===== src/rtl/pipe_pkg.sv =====
`default_nettype none
// +----------------------------------------------------------------------+
// | Module  : pipe_pkg                                                   |
// | Brief   : Shared opcode constants, instruction field positions and   |
// |           decode helpers for the decode/execute pipeline stage.      |
// | Revision: 1.0 - initial release                                      |
// +----------------------------------------------------------------------+
package pipe_pkg;

  // Primary opcodes recognised by the decode logic
  localparam logic [5:0] OP_RTYPE = 6'h00;
  localparam logic [5:0] OP_J     = 6'h02;
  localparam logic [5:0] OP_JAL   = 6'h03;
  localparam logic [5:0] OP_BEQ   = 6'h04;
  localparam logic [5:0] OP_BNE   = 6'h05;
  localparam logic [5:0] OP_ANDI  = 6'h0C;
  localparam logic [5:0] OP_ORI   = 6'h0D;
  localparam logic [5:0] OP_XORI  = 6'h0E;
  localparam logic [5:0] OP_LUI   = 6'h0F;
  localparam logic [5:0] OP_LW    = 6'h23;
  localparam logic [5:0] OP_SW    = 6'h2B;

  // Instruction field bit positions (MSB / LSB)
  localparam int OPCODE_MSB = 31;
  localparam int OPCODE_LSB = 26;
  localparam int RS_MSB     = 25;
  localparam int RS_LSB     = 21;
  localparam int RT_MSB     = 20;
  localparam int RT_LSB     = 16;
  localparam int RD_MSB     = 15;
  localparam int RD_LSB     = 11;
  localparam int SHAMT_MSB  = 10;
  localparam int SHAMT_LSB  = 6;
  localparam int FUNCT_MSB  = 5;
  localparam int FUNCT_LSB  = 0;
  localparam int IMM_MSB    = 15;
  localparam int IMM_LSB    = 0;

  // Hard-wired zero register and link register
  localparam logic [4:0] REG_ZERO = 5'd0;
  localparam logic [4:0] REG_RA   = 5'd31;

  // Logical immediates are zero-extended; everything else sign-extends
  function automatic logic is_zero_ext(input logic [5:0] opcode);
    return (opcode == OP_ANDI) || (opcode == OP_ORI) ||
           (opcode == OP_XORI) || (opcode == OP_LUI);
  endfunction

  // Instructions that read rt as a source operand
  function automatic logic uses_rt(input logic [5:0] opcode);
    return (opcode == OP_RTYPE) || (opcode == OP_SW) ||
           (opcode == OP_BEQ)   || (opcode == OP_BNE);
  endfunction

  // Instructions that never write the register file
  function automatic logic no_writeback(input logic [5:0] opcode);
    return (opcode == OP_SW) || (opcode == OP_BEQ) ||
           (opcode == OP_BNE) || (opcode == OP_J);
  endfunction

endpackage
`default_nettype wire


===== src/rtl/id_ex_fwd_mux.sv =====
`default_nettype none
// +----------------------------------------------------------------------+
// | Module  : id_ex_fwd_mux                                              |
// | Brief   : Three-source operand forwarding mux with $0 override.      |
// |           EX/MEM beats MEM/WB, which beats the register file.       |
// | Revision: 1.0 - initial release                                      |
// +----------------------------------------------------------------------+
module id_ex_fwd_mux
  import pipe_pkg::*;
(
  input  logic [4:0]  src_addr,
  input  logic [31:0] rf_data,
  input  logic        exm_wr_en,
  input  logic [4:0]  exm_wr_addr,
  input  logic [31:0] exm_result,
  input  logic        mwb_wr_en,
  input  logic [4:0]  mwb_wr_addr,
  input  logic [31:0] mwb_wr_data,
  output logic [31:0] fwd_data
);

  // Pick the youngest producer of src_addr; $0 always reads as zero
  always_comb begin
    fwd_data = rf_data;
    if (src_addr == REG_ZERO) begin
      fwd_data = 32'd0;
    end else if (exm_wr_en && (exm_wr_addr == src_addr)) begin
      fwd_data = exm_result;
    end else if (mwb_wr_en && (mwb_wr_addr == src_addr)) begin
      fwd_data = mwb_wr_data;
    end
  end

endmodule
`default_nettype wire


===== src/rtl/id_ex_stage.sv =====
`default_nettype none
// +----------------------------------------------------------------------+
// | Module  : id_ex_stage                                                |
// | Brief   : ID/EX pipeline register with decode, operand forwarding,   |
// |           load-use hazard detection and a bubble counter.           |
// | Revision: 1.0 - initial release                                      |
// +----------------------------------------------------------------------+
module id_ex_stage
  import pipe_pkg::*;
#(
  parameter logic [31:0] RESET_PC = 32'h0000_0000
) (
  input  logic        elk,
  input  logic        nrst,
  input  logic        id_valid,
  input  logic [31:0] id_instr,
  input  logic [31:0] id_pc,
  input  logic [31:0] rd_dataA,
  input  logic [31:0] rd_dataB,
  input  logic        stall,
  input  logic        flush,
  input  logic        exm_wr_en,
  input  logic [4:0]  exm_wr_addr,
  input  logic [31:0] exm_result,
  input  logic        mwb_wr_en,
  input  logic [4:0]  mwb_wr_addr,
  input  logic [31:0] mwb_wr_data,
  output logic        ex_valid,
  output logic [31:0] ex_opA,
  output logic [31:0] ex_opB,
  output logic [31:0] ex_imm,
  output logic [5:0]  ex_opcode,
  output logic [5:0]  ex_funct,
  output logic [4:0]  ex_shamt,
  output logic [4:0]  ex_rd_addr,
  output logic        ex_wr_en,
  output logic        ex_mem_read,
  output logic        ex_mem_write,
  output logic [31:0] ex_pc,
  output logic        hazard_stall,
  output logic [15:0] bubble_cnt
);

  // Decoded fields of the instruction in the decode slot
  logic [5:0]  w_opcode;
  logic [4:0]  w_rs;
  logic [4:0]  w_rt;
  logic [4:0]  w_rd;
  logic [4:0]  w_shamt;
  logic [5:0]  w_funct;
  logic [15:0] w_imm16;
  logic [4:0]  w_dest;
  logic [31:0] w_imm_ext;
  logic        w_wr_en;
  logic        w_rt_used;
  logic [31:0] w_fwd_a;
  logic [31:0] w_fwd_b;
  logic        w_hazard;

  // EX-slot pipeline registers
  logic        r_valid;
  logic [31:0] r_opA;
  logic [31:0] r_opB;
  logic [31:0] r_imm;
  logic [5:0]  r_opcode;
  logic [5:0]  r_funct;
  logic [4:0]  r_shamt;
  logic [4:0]  r_rd_addr;
  logic        r_wr_en;
  logic        r_mem_read;
  logic        r_mem_write;
  logic [31:0] r_pc;
  logic [15:0] r_bubble_cnt;

  assign w_opcode = id_instr[OPCODE_MSB:OPCODE_LSB];
  assign w_rs     = id_instr[RS_MSB:RS_LSB];
  assign w_rt     = id_instr[RT_MSB:RT_LSB];
  assign w_rd     = id_instr[RD_MSB:RD_LSB];
  assign w_shamt  = id_instr[SHAMT_MSB:SHAMT_LSB];
  assign w_funct  = id_instr[FUNCT_MSB:FUNCT_LSB];
  assign w_imm16  = id_instr[IMM_MSB:IMM_LSB];

  // Destination register selection, immediate extension and write enable
  always_comb begin
    if (w_opcode == OP_RTYPE) begin
      w_dest = w_rd;
    end else if (w_opcode == OP_JAL) begin
      w_dest = REG_RA;
    end else begin
      w_dest = w_rt;
    end
    w_imm_ext = is_zero_ext(w_opcode) ? {16'h0000, w_imm16}
                                      : {{16{w_imm16[15]}}, w_imm16};
    w_wr_en   = id_valid && (w_dest != REG_ZERO) && !no_writeback(w_opcode);
    w_rt_used = uses_rt(w_opcode);
  end

  id_ex_fwd_mux u_fwd_a (
    .src_addr    (w_rs),
    .rf_data     (rd_dataA),
    .exm_wr_en   (exm_wr_en),
    .exm_wr_addr (exm_wr_addr),
    .exm_result  (exm_result),
    .mwb_wr_en   (mwb_wr_en),
    .mwb_wr_addr (mwb_wr_addr),
    .mwb_wr_data (mwb_wr_data),
    .fwd_data    (w_fwd_a)
  );

  id_ex_fwd_mux u_fwd_b (
    .src_addr    (w_rt),
    .rf_data     (rd_dataB),
    .exm_wr_en   (exm_wr_en),
    .exm_wr_addr (exm_wr_addr),
    .exm_result  (exm_result),
    .mwb_wr_en   (mwb_wr_en),
    .mwb_wr_addr (mwb_wr_addr),
    .mwb_wr_data (mwb_wr_data),
    .fwd_data    (w_fwd_b)
  );

  // Load in EX whose result is needed now: its data only exists one cycle later.
  // r_wr_en already implies a non-zero destination, so rs/rt == $0 never matches.
  always_comb begin
    w_hazard = r_valid && r_mem_read && r_wr_en && id_valid && !stall &&
               ((r_rd_addr == w_rs) || (w_rt_used && (r_rd_addr == w_rt)));
  end

  // EX slot: flush > stall > bubble > normal load
  always_ff @(posedge elk or negedge nrst) begin
    if (!nrst) begin
      r_valid     <= 1'b0;
      r_opA       <= 32'd0;
      r_opB       <= 32'd0;
      r_imm       <= 32'd0;
      r_opcode    <= 6'd0;
      r_funct     <= 6'd0;
      r_shamt     <= 5'd0;
      r_rd_addr   <= 5'd0;
      r_wr_en     <= 1'b0;
      r_mem_read  <= 1'b0;
      r_mem_write <= 1'b0;
      r_pc        <= RESET_PC;
    end else if (flush) begin
      r_valid     <= 1'b0;
      r_opA       <= 32'd0;
      r_opB       <= 32'd0;
      r_imm       <= 32'd0;
      r_opcode    <= 6'd0;
      r_funct     <= 6'd0;
      r_shamt     <= 5'd0;
      r_rd_addr   <= 5'd0;
      r_wr_en     <= 1'b0;
      r_mem_read  <= 1'b0;
      r_mem_write <= 1'b0;
      r_pc        <= RESET_PC;
    end else if (stall) begin
      r_valid     <= r_valid;
    end else if (w_hazard) begin
      // Bubble: the data fields are don't-care, only the side effects are killed
      r_valid     <= 1'b0;
      r_wr_en     <= 1'b0;
      r_mem_read  <= 1'b0;
      r_mem_write <= 1'b0;
    end else begin
      r_valid     <= id_valid;
      r_opA       <= w_fwd_a;
      r_opB       <= w_fwd_b;
      r_imm       <= w_imm_ext;
      r_opcode    <= w_opcode;
      r_funct     <= w_funct;
      r_shamt     <= w_shamt;
      r_rd_addr   <= w_dest;
      r_wr_en     <= w_wr_en;
      r_mem_read  <= id_valid && (w_opcode == OP_LW);
      r_mem_write <= id_valid && (w_opcode == OP_SW);
      r_pc        <= id_pc;
    end
  end

  // Saturating count of bubbles actually inserted (flush overrides the bubble)
  always_ff @(posedge elk or negedge nrst) begin
    if (!nrst) begin
      r_bubble_cnt <= 16'd0;
    end else if (!flush && w_hazard && (r_bubble_cnt != 16'hFFFF)) begin
      r_bubble_cnt <= r_bubble_cnt + 16'd1;
    end
  end

  assign ex_valid     = r_valid;
  assign ex_opA       = r_opA;
  assign ex_opB       = r_opB;
  assign ex_imm       = r_imm;
  assign ex_opcode    = r_opcode;
  assign ex_funct     = r_funct;
  assign ex_shamt     = r_shamt;
  assign ex_rd_addr   = r_rd_addr;
  assign ex_wr_en     = r_wr_en;
  assign ex_mem_read  = r_mem_read;
  assign ex_mem_write = r_mem_write;
  assign ex_pc        = r_pc;
  assign hazard_stall = w_hazard;
  assign bubble_cnt   = r_bubble_cnt;

endmodule
`default_nettype wire


===== config.mk =====
export PLATFORM = sky130hd
export DESIGN_NAME = id_ex_stage
export DESIGN_NICKNAME = d
export VERILOG_FILES = /design/src/rtl/pipe_pkg.sv /design/src/rtl/id_ex_fwd_mux.sv /design/src/rtl/id_ex_stage.sv
export SDC_FILE = /design/constraint.sdc
export NUM_CORES = 1
export LEC_CHECK = 0
export ABC_AREA = 1
export CAP_MARGIN = 0
export CORE_MARGIN = 3
export CORE_UTILIZATION = 44
export DETAILED_ROUTE_END_ITERATION = 8
export PLACE_DENSITY = 0.84
export SETUP_SLACK_MARGIN = 0.02
export SLEW_MARGIN = 20
export SYNTH_ARGS = -nofsm -noshare
export SYNTH_HDL_FRONTEND = slang
export SYNTH_HIERARCHICAL = 1
export SYNTH_SLANG_ARGS = --single-unit

===== constraint.sdc =====
create_clock -name elk -period 2.2 [get_ports elk]
set_input_delay 0.44 -clock elk [delete_from_list [all_inputs] [get_ports elk]]
set_output_delay 0.44 -clock elk [all_outputs]
set_load 0.01 [all_outputs]

== Word-level counts from Yosys, hierarchy flattened ==
Cells that the tools add are included.
Cells by class
  $add $sub $neg: 1
  equality and inequality tests: 19
  multiplexer cells: 45
  reduce and logical (&&, ||, !) cells: 34
Operators by type and width (count)
  32-bit 2-to-1 mux: 19
  5-bit 2-to-1 mux: 8
  6-bit 2-to-1 mux: 6
  5-bit equality test: 6
  6-bit by 4-bit equality test with 1-bit output, second input constant: 4
  16-bit by 1-bit adder with 16-bit output, second input constant: 1
  1-bit logical AND: 16
  16-bit != test, second input constant: 1
  6-bit by 2-bit equality test with 1-bit output, second input constant: 2
  6-bit by 3-bit equality test with 1-bit output, second input constant: 2
  6-bit equality test, second input constant: 2
  1-bit 2-to-1 mux: 12
  5-bit logical NOT: 2
  1-bit logical OR: 10
  6-bit logical NOT: 1
  5-bit nonzero test: 1
  1-bit logical NOT: 3
  2-bit by 1-bit != test with 1-bit output, second input constant: 1
  2-bit != test, second input constant: 1
  2-bit AND reduction: 1
Storage, ports and cells
  register bits after elaboration: 170
  input bits: 209
  output and inout port bits: 171

== Depth between registers and ports, before layout ==
Gate-level depths: netlist (run 1).
  depth after elaboration: 10
  gate-level depth with buffers: 12
  depth with buffers taken out: 11

== Modules after synthesis ==
The synthesis (run 1) kept the hierarchy.
Modules (own cells, without submodules)
  id_ex_stage: instances 1, cells each 782, area an instance 6641.4 um^2
  id_ex_fwd_mux: instances 2, cells each 299, area an instance 1411.4 um^2

== Worst setup path after synthesis (run 1) ==
No wires, ideal clock.
  path kind: input to output
  start: input id_instr[22]
  end: output hazard_stall
  arrival: 1447 ps
  data required time: 1760 ps
  path slack: 313 ps
  cell stages on the path: 5
  cells stage by stage: or2_0 -> a21oi_1 -> nand3_1 -> a21oi_4 -> buf_2
Between the ends
  cells in the longest elaborated chain, start to end: 3
RTL lines
  from (decl): RTL line id_ex_stage.sv:16  | input logic [31:0] id_instr,
  5-bit equality test: RTL line id_ex_stage.sv:126  | ((r_rd_addr == w_rs) || (w_rt_used && (r_rd_addr == w_rt)));
  1-bit logical OR: RTL line id_ex_stage.sv:126
  1-bit logical AND: RTL line id_ex_stage.sv:125  | w_hazard = r_valid && r_mem_read && r_wr_en && id_valid && !stall &&
  to (decl): RTL line id_ex_stage.sv:40  | output logic hazard_stall,
Every way passes these cells.

== Final worst setup path (run 1) ==
  start: register r_rd_addr[1] (netlist: ex_rd_addr[1])
  end: output hazard_stall
Between the ends
  cells in the longest elaborated chain, start to end: 4
  elaborated cells on any way between the ends: 5
RTL lines
  from (decl): RTL line id_ex_stage.sv:68  | logic [4:0] r_rd_addr;
  from (signal assigned): RTL line id_ex_stage.sv:173  | r_rd_addr <= w_dest;
  5-bit equality test: RTL line id_ex_stage.sv:126
  1-bit logical AND: RTL line id_ex_stage.sv:126
  1-bit logical OR (*): RTL line id_ex_stage.sv:126
  1-bit logical AND (*): RTL line id_ex_stage.sv:125
Every way passes the cells marked *; elsewhere a longest branch is shown, timed or not.

==> results of run 1 <==
-- worst reg2reg max path: stages (launching register included) --
cell and delay (ps):
sky130_fd_sc_hd__dfrtp_2 470, sky130_fd_sc_hd__or2_1 240, sky130_fd_sc_hd__a21oi_2 180, sky130_fd_sc_hd__nand3_2 140, sky130_fd_sc_hd__buf_4 160, sky130_fd_sc_hd__buf_4 130, sky130_fd_sc_hd__nand2_4 80, sky130_fd_sc_hd__nand3_2 80
sky130_fd_sc_hd__nand2_4 150, sky130_fd_sc_hd__buf_12 230, sky130_fd_sc_hd__nand2_1 100, sky130_fd_sc_hd__nand2_1 60
-- metal layers --
layer  up-vias  track usage, %
met5         -               0
met2       568           51.70
met4         2           10.10
met1      5010           37.28
li1       5119               -
met3        77           6.731
-- power by group through the flow --
stage,sequential (mW),combinational (mW),clock (mW)
after CTS,2.89,1.83,2.99
after floorplan,2.99,0.657,0
after detailed placement,2.94,1.81,0
after global placement,2.93,1.80,0
final,2.89,1.83,2.94
after global routing,2.91,1.98,3.11
-- synth_stat cells, types with 2 or more instances --
library cell	count
sky130_fd_sc_hd__nand2_1	503
sky130_fd_sc_hd__nand3_1	198
sky130_fd_sc_hd__dfrtp_1	144
sky130_fd_sc_hd__nor2_1	120
sky130_fd_sc_hd__inv_1	99
sky130_fd_sc_hd__nand4_1	85
sky130_fd_sc_hd__nor2_2	44
sky130_fd_sc_hd__buf_2	39
sky130_fd_sc_hd__buf_4	28
sky130_fd_sc_hd__buf_6	19
sky130_fd_sc_hd__clkbuf_1	17
sky130_fd_sc_hd__xor2_1	14
sky130_fd_sc_hd__inv_2	12
sky130_fd_sc_hd__buf_1	8
sky130_fd_sc_hd__xnor2_1	8
sky130_fd_sc_hd__nand3_4	6
sky130_fd_sc_hd__nand3b_1	6
sky130_fd_sc_hd__nor2_4	6
sky130_fd_sc_hd__nand3_2	3
sky130_fd_sc_hd__nor3_1	3
sky130_fd_sc_hd__o21ai_0	3
sky130_fd_sc_hd__and3_1	2
sky130_fd_sc_hd__clkinv_1	2
sky130_fd_sc_hd__nand2_2	2
sky130_fd_sc_hd__nor3_2	2
-- final timing paths --
path	cells past startpoint	from	slack [ps]	end
min	1	nrst	-8	ex_pc[12]
max	5	ex_rd_addr[1]	-40	hazard_stall
min reg2reg	2	ex_opA[2]	470	ex_opA[2]
max in group asynchronous	2	nrst	1540	ex_imm[30]
max reg2reg	11	ex_rd_addr[1]	120	ex_imm[2]
min in group elk	2	ex_opA[2]	470	ex_opA[2]
-- registers in the layout, summed over array words and instances (netlist names) --
| name | count |
|---|---|
| ex_opcode | 6 |
| ex_rd_addr | 5 |
| ex_opA | 32 |
| ex_pc | 32 |
| ex_mem_write | 1 |
| ex_valid | 1 |
| ex_opB | 32 |
| bubble_cnt | 16 |
| ex_wr_en | 1 |
| ex_imm | 17 |
| ex_mem_read | 1 |
-- cells in the final DEF, fill, tap and decap left out, drive strengths merged --
cell type,count
nand2,506
clkdlybuf4s50,369
nand3,207
nor2,170
dfrtp,144
inv,121
buf,89
nand4,86
clkbuf,17
xor2,14
dlygate4sd2,8
xnor2,8
nand3b,6
nor3,5
clkinv,5
o21ai,3
and3,2
a21oi,2
diode,1
or2,1
o211ai,1
ha,1
bufinv,1
clkinvlp,1
-- stage by stage --
stage               hold slack (ps)  power, mW  instances
detailed placement            457.1      4.750       2007
floorplan                     144.4      3.645       1380
finish                       -7.825      7.658       2043
global placement              452.4      4.731       2007
CTS                           17.69      7.707       2041
global route                  18.63      7.992       2043
-- logic make-up (layout without fill, tap and decap cells) --
family | after synthesis | after routing | share of synthesized area (%)
and+or+nand+nor | 983 | 983 | 47.28
buffers and inverters | 224 | 611 | 12.02
DFF | 144 | 144 | 38.08
xor gates and xnor gates | 22 | 22 | 2.036
AOI/OAI and AO/OA | 6 | 6 | 0.4627
adders and majority gates | 1 | 1 | 0.1322
other | 0 | 1 | 0
-- repair_timing --
action | 4_1_cts | 5_1_grt
pin swaps | 6 | 3
setup endpoints to repair | 1 | 17
resized for setup | 20 | 3
setup buffers | 2 | 1
-- area by class of cell --
type | count | area share (%)
timing repair buffer | 466 | 33.06
multi-input combinational | 1012 | 32.82
clock inverter | 15 | 1.126
antenna | 1 | 0.01719
sequential | 144 | 24.77
inverter | 113 | 2.913
tap | 275 | 2.363
clock buffer | 17 | 2.921
==> Implementation_results.wiki, run 1 <==
{| class="wikitable"
! Metric !! Value
|-
| Critical Setup Path Class || register to output pin
|-
| Chip Width || roughly 150 µm
|-
| Post-detailed-placement cell area || 13910 µm²
|-
| Growth of design area from synthesis to finish || 53.86%
|-
| Antenna violations before repair || 2
|-
| Met3 WL || about 3.1 mm
|-
| Area fraction of the dominant cell type after synthesis || 38.08%
|-
| Worst stage delay on the critical path || approximately 470 ps
|-
| Failing checks || negative hold slack, negative setup slack
|-
| Setup violations, final || 1
|-
| Die extent in y || roughly 150 µm
|-
| Final Core Density || between 60% and 70%
|-
| Per-instance average area after synthesis || slightly below 7 µm²
|-
| Final antenna-violating net count || 0
|-
| Cell accounting for the most synthesized area || sky130_fd_sc_hd__dfrtp_1
|-
| Fin worst setup slack || -40.86 ps
|-
| Proportion of total power due to net switching || a little under a third
|-
| Met2 Routed Length || between 15 and 20 mm
|-
| Synthesis Warnings || 6
|-
| Number of H-tree levels || 4
|-
| Count of final max-slew check failures || 0
|-
| Number of distinct library cells after synthesis || 32
|-
| M1 WL || 13.90 mm
|-
| Final setup TNS || -40.86 ps
|-
| Aggregate routed wire length || about 36 mm
|-
| Leakage || 7.386 nW
|-
| Clock Power Share || 38.4%
|-
| Number of input and output port buffers inserted || between 300 and 400
|-
| Via count of the first global-routing pass || 10460
|-
| Number of buffers created by CTS || 17
|-
| Overflow after GRT || 0
|-
| Cell Pwr Density || roughly 530 nW/µm²
|-
| Hold violation count in the final report || 5
|-
| Worst endpoint data arrival time || roughly 1800 ps
|-
| Number of buffers and inverters on the critical path || 1
|-
| Worst slack at placement || -555.1 ps
|-
| Slowest stage cell on the critical path || sky130_fd_sc_hd__dfrtp_2
|-
| Top achievable clock speed || 446.3 MHz
|-
| Clock tree from TritonCTS || done
|-
| RSZ-0062 raised after global routing || yes
|-
| Final period demand of the worst path || roughly 2200 ps
|-
| Dominant cells by area after synthesis || sky130_fd_sc_hd__dfrtp_1 38%, sky130_fd_sc_hd__nand2_1 20%, sky130_fd_sc_hd__nand3_1 10%, sky130_fd_sc_hd__nand4_1 5.6%, sky130_fd_sc_hd__nor2_1 4.8%
|-
| Relative slew slack || between 60% and 70%
|-
| Sinks on the clock net || 144
|-
| Clock slew seen by the registers of the worst setup and hold paths || approximately 70 ps
|-
| Worst-case clock skew || 10.29 ps
|-
| First-pass GRT wire length || between 50 and 60 mm
|-
| Vias per cell || 5.275
|-
| Hold crit path type || input pin to async pin
|-
| Psw || about 2.3 mW
|-
| Worst-margin pin slew || roughly 600 ps
|-
| Number of synthesized flops with an enable pin || 0
|-
| Post-route cell area || ~15000 µm²
|-
| Number of synthesized register bits || about 140
|-
| Max Used Layer || met5
|-
| Share of layout cells above drive strength 1 || about an eighth
|-
| Fill cells || about 1700
|-
| Cell family contributing the most delay on the critical path || flip-flops
|-
| Required arrival time at the worst endpoint || between 1500 and 2000 ps
|-
| Root Buffer Master || sky130_fd_sc_hd__clkbuf_16
|-
| Worst hold slack across all endpoints || -7.825 ps
|-
| Post-DR wirelength/cell || roughly 17 µm
|-
| Max Cap Violations || 0
|-
| Number of nets at the end of the flow || approximately 2000
|-
| Ratio of final minimum period to clock period || 101.9%
|-
| Run status || complete, but fails checks
|-
| Post-synthesis net count || about 1600
|-
| Count of pins on the block boundary || between 300 and 400
|-
| Worst Setup Start Kind || register
|-
| Part of the Yosys area used for sequential elements || between 30% and 40%
|-
| Starting utilization of the core area || around 45%
|-
| Critical path, cell by cell || or2_1 -> a21oi_2 -> nand3_2 -> a21oi_4 -> buf_6
|-
| Largest buffer count on any clock path || 2
|-
| Gpl congestion || about 0.94
|-
| Pin count of the biggest net entering global routing || 64
|-
| DRC violation count after routing || 0
|-
| Share of total power in combinational logic || a little under a quarter
|-
| Total area of multi-input combinational cells || between 4000 and 5000 µm²
|-
| Die area || 23310 µm²
|-
| Core area || around 21000 µm²
|-
| CP max FO || 4
|-
| Gate Count Post-Synth || 1380
|-
| Proportion of register bits with asynchronous set or reset after synthesis || 100.0%
|-
| Critical path capture point type || output pin
|-
| VDD IR-drop max || approximately 0.5 mV
|-
| Detail Placement HPWL || 26.87 mm
|-
| Total routing resource utilization after global routing || 29.99%
|-
| Clock latency on the worst-skew pair || 420 ps
|-
| Design internal power || approximately 5.4 mW
|-
| Area occupied by registers || approximately 3600 µm²
|-
| Number of rows in the core area || 53
|-
| DRT iter0 DRCs || a little over 900
|-
| Most used flip-flop cell after synthesis || sky130_fd_sc_hd__dfrtp_1
|-
| DR vias || between 10000 and 15000
|-
| First-pass iteration count of the detailed router || 6
|-
| Relative contribution of sequential cells to total power || 37.7%
|-
| # hold bufs at CTS || 0
|-
| Cell area after technology mapping || 9464 µm²
|}
No activity file was read; power rests on OpenSTA's default activity.
==> run 2: changes to the inputs <==
--- a/config.mk
+++ b/config.mk
@@ -12,6 +12,7 @@
 export DETAILED_ROUTE_END_ITERATION = 8
 export PLACE_DENSITY = 0.84
 export SETUP_SLACK_MARGIN = 0.02
+export SKIP_LAST_GASP = 1
 export SLEW_MARGIN = 20
 export SYNTH_ARGS = -nofsm -noshare
 export SYNTH_HDL_FRONTEND = slang
==> results of run 2 <==
No change in the layout: final DEF, timing and power equal those of run 1.
==> run 3: changes to the inputs <==
--- a/config.mk
+++ b/config.mk
@@ -6,10 +6,11 @@
 export NUM_CORES = 1
 export LEC_CHECK = 0
 export ABC_AREA = 1
-export CAP_MARGIN = 0
+export CAP_MARGIN = 20
 export CORE_MARGIN = 3
 export CORE_UTILIZATION = 44
 export DETAILED_ROUTE_END_ITERATION = 8
+export GPL_TIMING_DRIVEN = 0
 export PLACE_DENSITY = 0.84
 export SETUP_SLACK_MARGIN = 0.02
 export SKIP_LAST_GASP = 1
==> run 3 against run 2 <==
The run ends with negative setup slack left. Wire length rose by 6.3%. Sequential power barely moved. Fmax up 0.19%. Sequential share of layout area increased by 0.29 points. Critical endpoint unchanged. Largest cell class is now multi-input gates.
==> Implementation_results.wiki, run 3 (same netlist as run 1, synthesis figures left out) <==
{| class="wikitable"
! Metric !! Value
|-
| Run status || complete, but fails checks
|-
| Failing checks || negative setup slack
|-
| Largest buffer count on any clock path || 2
|-
| Psw || approximately 2.3 mW
|-
| Aggregate routed wire length || ~38 mm
|-
| Clock Power Share || between 30% and 40%
|-
| Ratio of final minimum period to clock period || 101.7%
|-
| Setup violations, final || 1
|-
| Count of pins on the block boundary || 380
|-
| Chip Width || around 150 µm
|-
| Share of layout cells above drive strength 1 || 12.54%
|-
| Number of H-tree levels || 4
|-
| Cell Pwr Density || 531.2 nW/µm²
|-
| VDD IR-drop max || around 0.43 mV
|-
| Post-DR wirelength/cell || 18.13 µm
|-
| Number of input and output port buffers inserted || 379
|-
| Worst stage delay on the critical path || roughly 450 ps
|-
| Die extent in y || ~150 µm
|-
| Final antenna-violating net count || 0
|-
| Worst slack at placement || -1018 ps
|-
| Share of total power in combinational logic || a little under a quarter
|-
| Worst endpoint data arrival time || 1800 ps
|-
| Overflow after GRT || 0
|-
| Root Buffer Master || sky130_fd_sc_hd__clkbuf_16
|-
| Via count of the first global-routing pass || 10800
|-
| Most frequent cells in the layout || 503 x sky130_fd_sc_hd__nand2_1, 362 x sky130_fd_sc_hd__clkdlybuf4s50_1, 196 x sky130_fd_sc_hd__nand3_1
|-
| Slowest stage cell on the critical path || sky130_fd_sc_hd__dfrtp_2
|-
| Hold violation count in the final report || 0
|-
| Leading cell type in the layout, fill and taps excluded || sky130_fd_sc_hd__nand2_1
|-
| Sinks on the clock net || approximately 140
|-
| Relative slew slack || around two thirds
|-
| Number of nets at the end of the flow || 1999
|-
| DR vias || roughly 11000
|-
| Post-route cell area || between 10000 and 15000 µm²
|-
| Critical Setup Path Class || register to output pin
|-
| Vias per cell || 5.257
|-
| RSZ-0062 raised after global routing || yes
|-
| Final Core Density || 68.27%
|-
| Worst Setup Start Kind || register
|-
| Number of buffers created by CTS || 17
|-
| Design internal power || between 5 and 6 mW
|-
| Worst-margin pin slew || about 500 ps
|-
| Clock tree from TritonCTS || done
|-
| Starting utilization of the core area || approximately 45%
|-
| Post-detailed-placement cell area || approximately 14000 µm²
|-
| Growth of design area from synthesis to finish || 52.13%
|-
| First-pass iteration count of the detailed router || 7
|-
| Leakage || about 7.3 nW
|-
| Max Cap Violations || 0
|-
| Die area || ~23000 µm²
|-
| Number of rows in the core area || 53
|-
| Detail Placement HPWL || roughly 29 mm
|-
| Worst R2R Start || ex_rd_addr[1]
|-
| First-pass GRT wire length || ~59 mm
|-
| Proportion of total power due to net switching || about 30%
|-
| Relative contribution of sequential cells to total power || a little under two fifths
|-
| Beginning of the worst hold path || ex_imm[12]
|-
| Gpl congestion || 0.9710
|-
| Clock latency on the worst-skew pair || about 430 ps
|-
| Top achievable clock speed || 447.1 MHz
|-
| Critical path capture point type || output pin
|-
| Antenna violations before repair || 7
|-
| DRT iter0 DRCs || slightly below 900
|-
| Pin count of the biggest net entering global routing || a little under 80
|-
| Clock slew seen by the registers of the worst setup and hold paths || roughly 70 ps
|-
| Hold crit path type || register to register
|-
| Source of the critical timing path || ex_rd_addr[1]
|-
| Worst-case clock skew || ~15 ps
|-
| Core area || 21090 µm²
|-
| CP max FO || 5
|-
| Final period demand of the worst path || 2237 ps
|-
| Total routing resource utilization after global routing || around a third
|-
| Count of final max-slew check failures || 0
|-
| Critical path, cell by cell || or2_0 -> a21oi_1 -> nand3_2 -> a21oi_4 -> buf_6 -> buf_2
|-
| Fin worst setup slack || -36.55 ps
|-
| Final setup TNS || -36.55 ps
|-
| Required arrival time at the worst endpoint || 1760 ps
|-
| Fill cells || approximately 1800
|-
| DRC violation count after routing || 0
|}
==> run 3: cell types whose count changed in the layout (fill, tap and decap cells not counted), sizes merged, moves of 2 or more <==
cell / change
clkdlybuf4s50: -7
clkbuf: +17
dlygate4sd2: +5
buf: +17
diode: +4
clkdlybuf4s15: +2
==> run 3: final cells by class <==
type | instances | area [µm²] | area share [%]
multi-input cells | 1012 | 4805 | 33.37
repair buffers | 390 | 3885 | 26.98
flip-flops and latches | 144 | 3608 | 25.06
plain buffers | 111 | 728.2 | 5.058
clock buffers | 17 | 425.4 | 2.955
inverters | 113 | 424.2 | 2.946
well taps | 275 | 344.1 | 2.390
clock inverters | 15 | 165.2 | 1.147
diodes | 5 | 12.51 | 0.08690
==> run 3: stage by stage <==
| stage | hold slack, ps | instances | power (mW) |
|---|---|---|---|
| after floorplan | 144.4 | 1380 | 3.645 |
| after global placement | 453.0 | 2034 | 4.694 |
| after detailed placement | 432.5 | 2035 | 4.723 |
| after CTS | 466.7 | 2077 | 7.662 |
| after global routing | 486.4 | 2082 | 7.978 |
| final | 470.8 | 2082 | 7.648 |
==> run 3: power groups by stage <==
stage	clock network [mW]	registers (mW)	logic (mW)
final	2.94	2.89	1.82
after global routing	3.11	2.91	1.96
after CTS	2.97	2.89	1.80
after detailed placement	0	2.94	1.78
after global placement	0	2.94	1.76
after floorplan	0	2.99	0.657
==> run 3: metal layers <==
| metal | up-vias | global-route usage (%) | part of all wire (%) |
|---|---|---|---|
| met5 | - | 0 | 0.090 |
| met4 | 4 | 12.77 | 3.9 |
| met3 | 90 | 8.691 | 9.7 |
| met2 | 594 | 53.51 | 48 |
| met1 | 5064 | 38.30 | 38 |
| li1 | 5193 | - | - |
==> run 3: final timing paths <==
check	to	slack, ps	cells past startpoint
hold reg to reg	ex_imm[12]	470	2
setup reg to reg	ex_opA[15]	130	10
setup / recovery	hazard_stall	-40	6
min in group asynchronous	ex_pc[12]	570	2
hold / removal	ex_imm[12]	470	2
max in group asynchronous	ex_opB[23]	840	3
==> run 3: repair_timing <==
action	4_1_cts	5_1_grt
buffers inserted	9	0
hold endpoints to repair	67	0
hold buffers	1	0
gates resized for setup	38	15
endpoints found under the setup margin	98	22
pin swaps	8	3
==> run 3: critical path, delay by kind of cell (launching register included) <==
family                 cells  cell delay, ps
AOI/OAI and AO/OA          2             350
DFF                        1             450
buffers and inverters      2             250
and+or+nand+nor            2             330
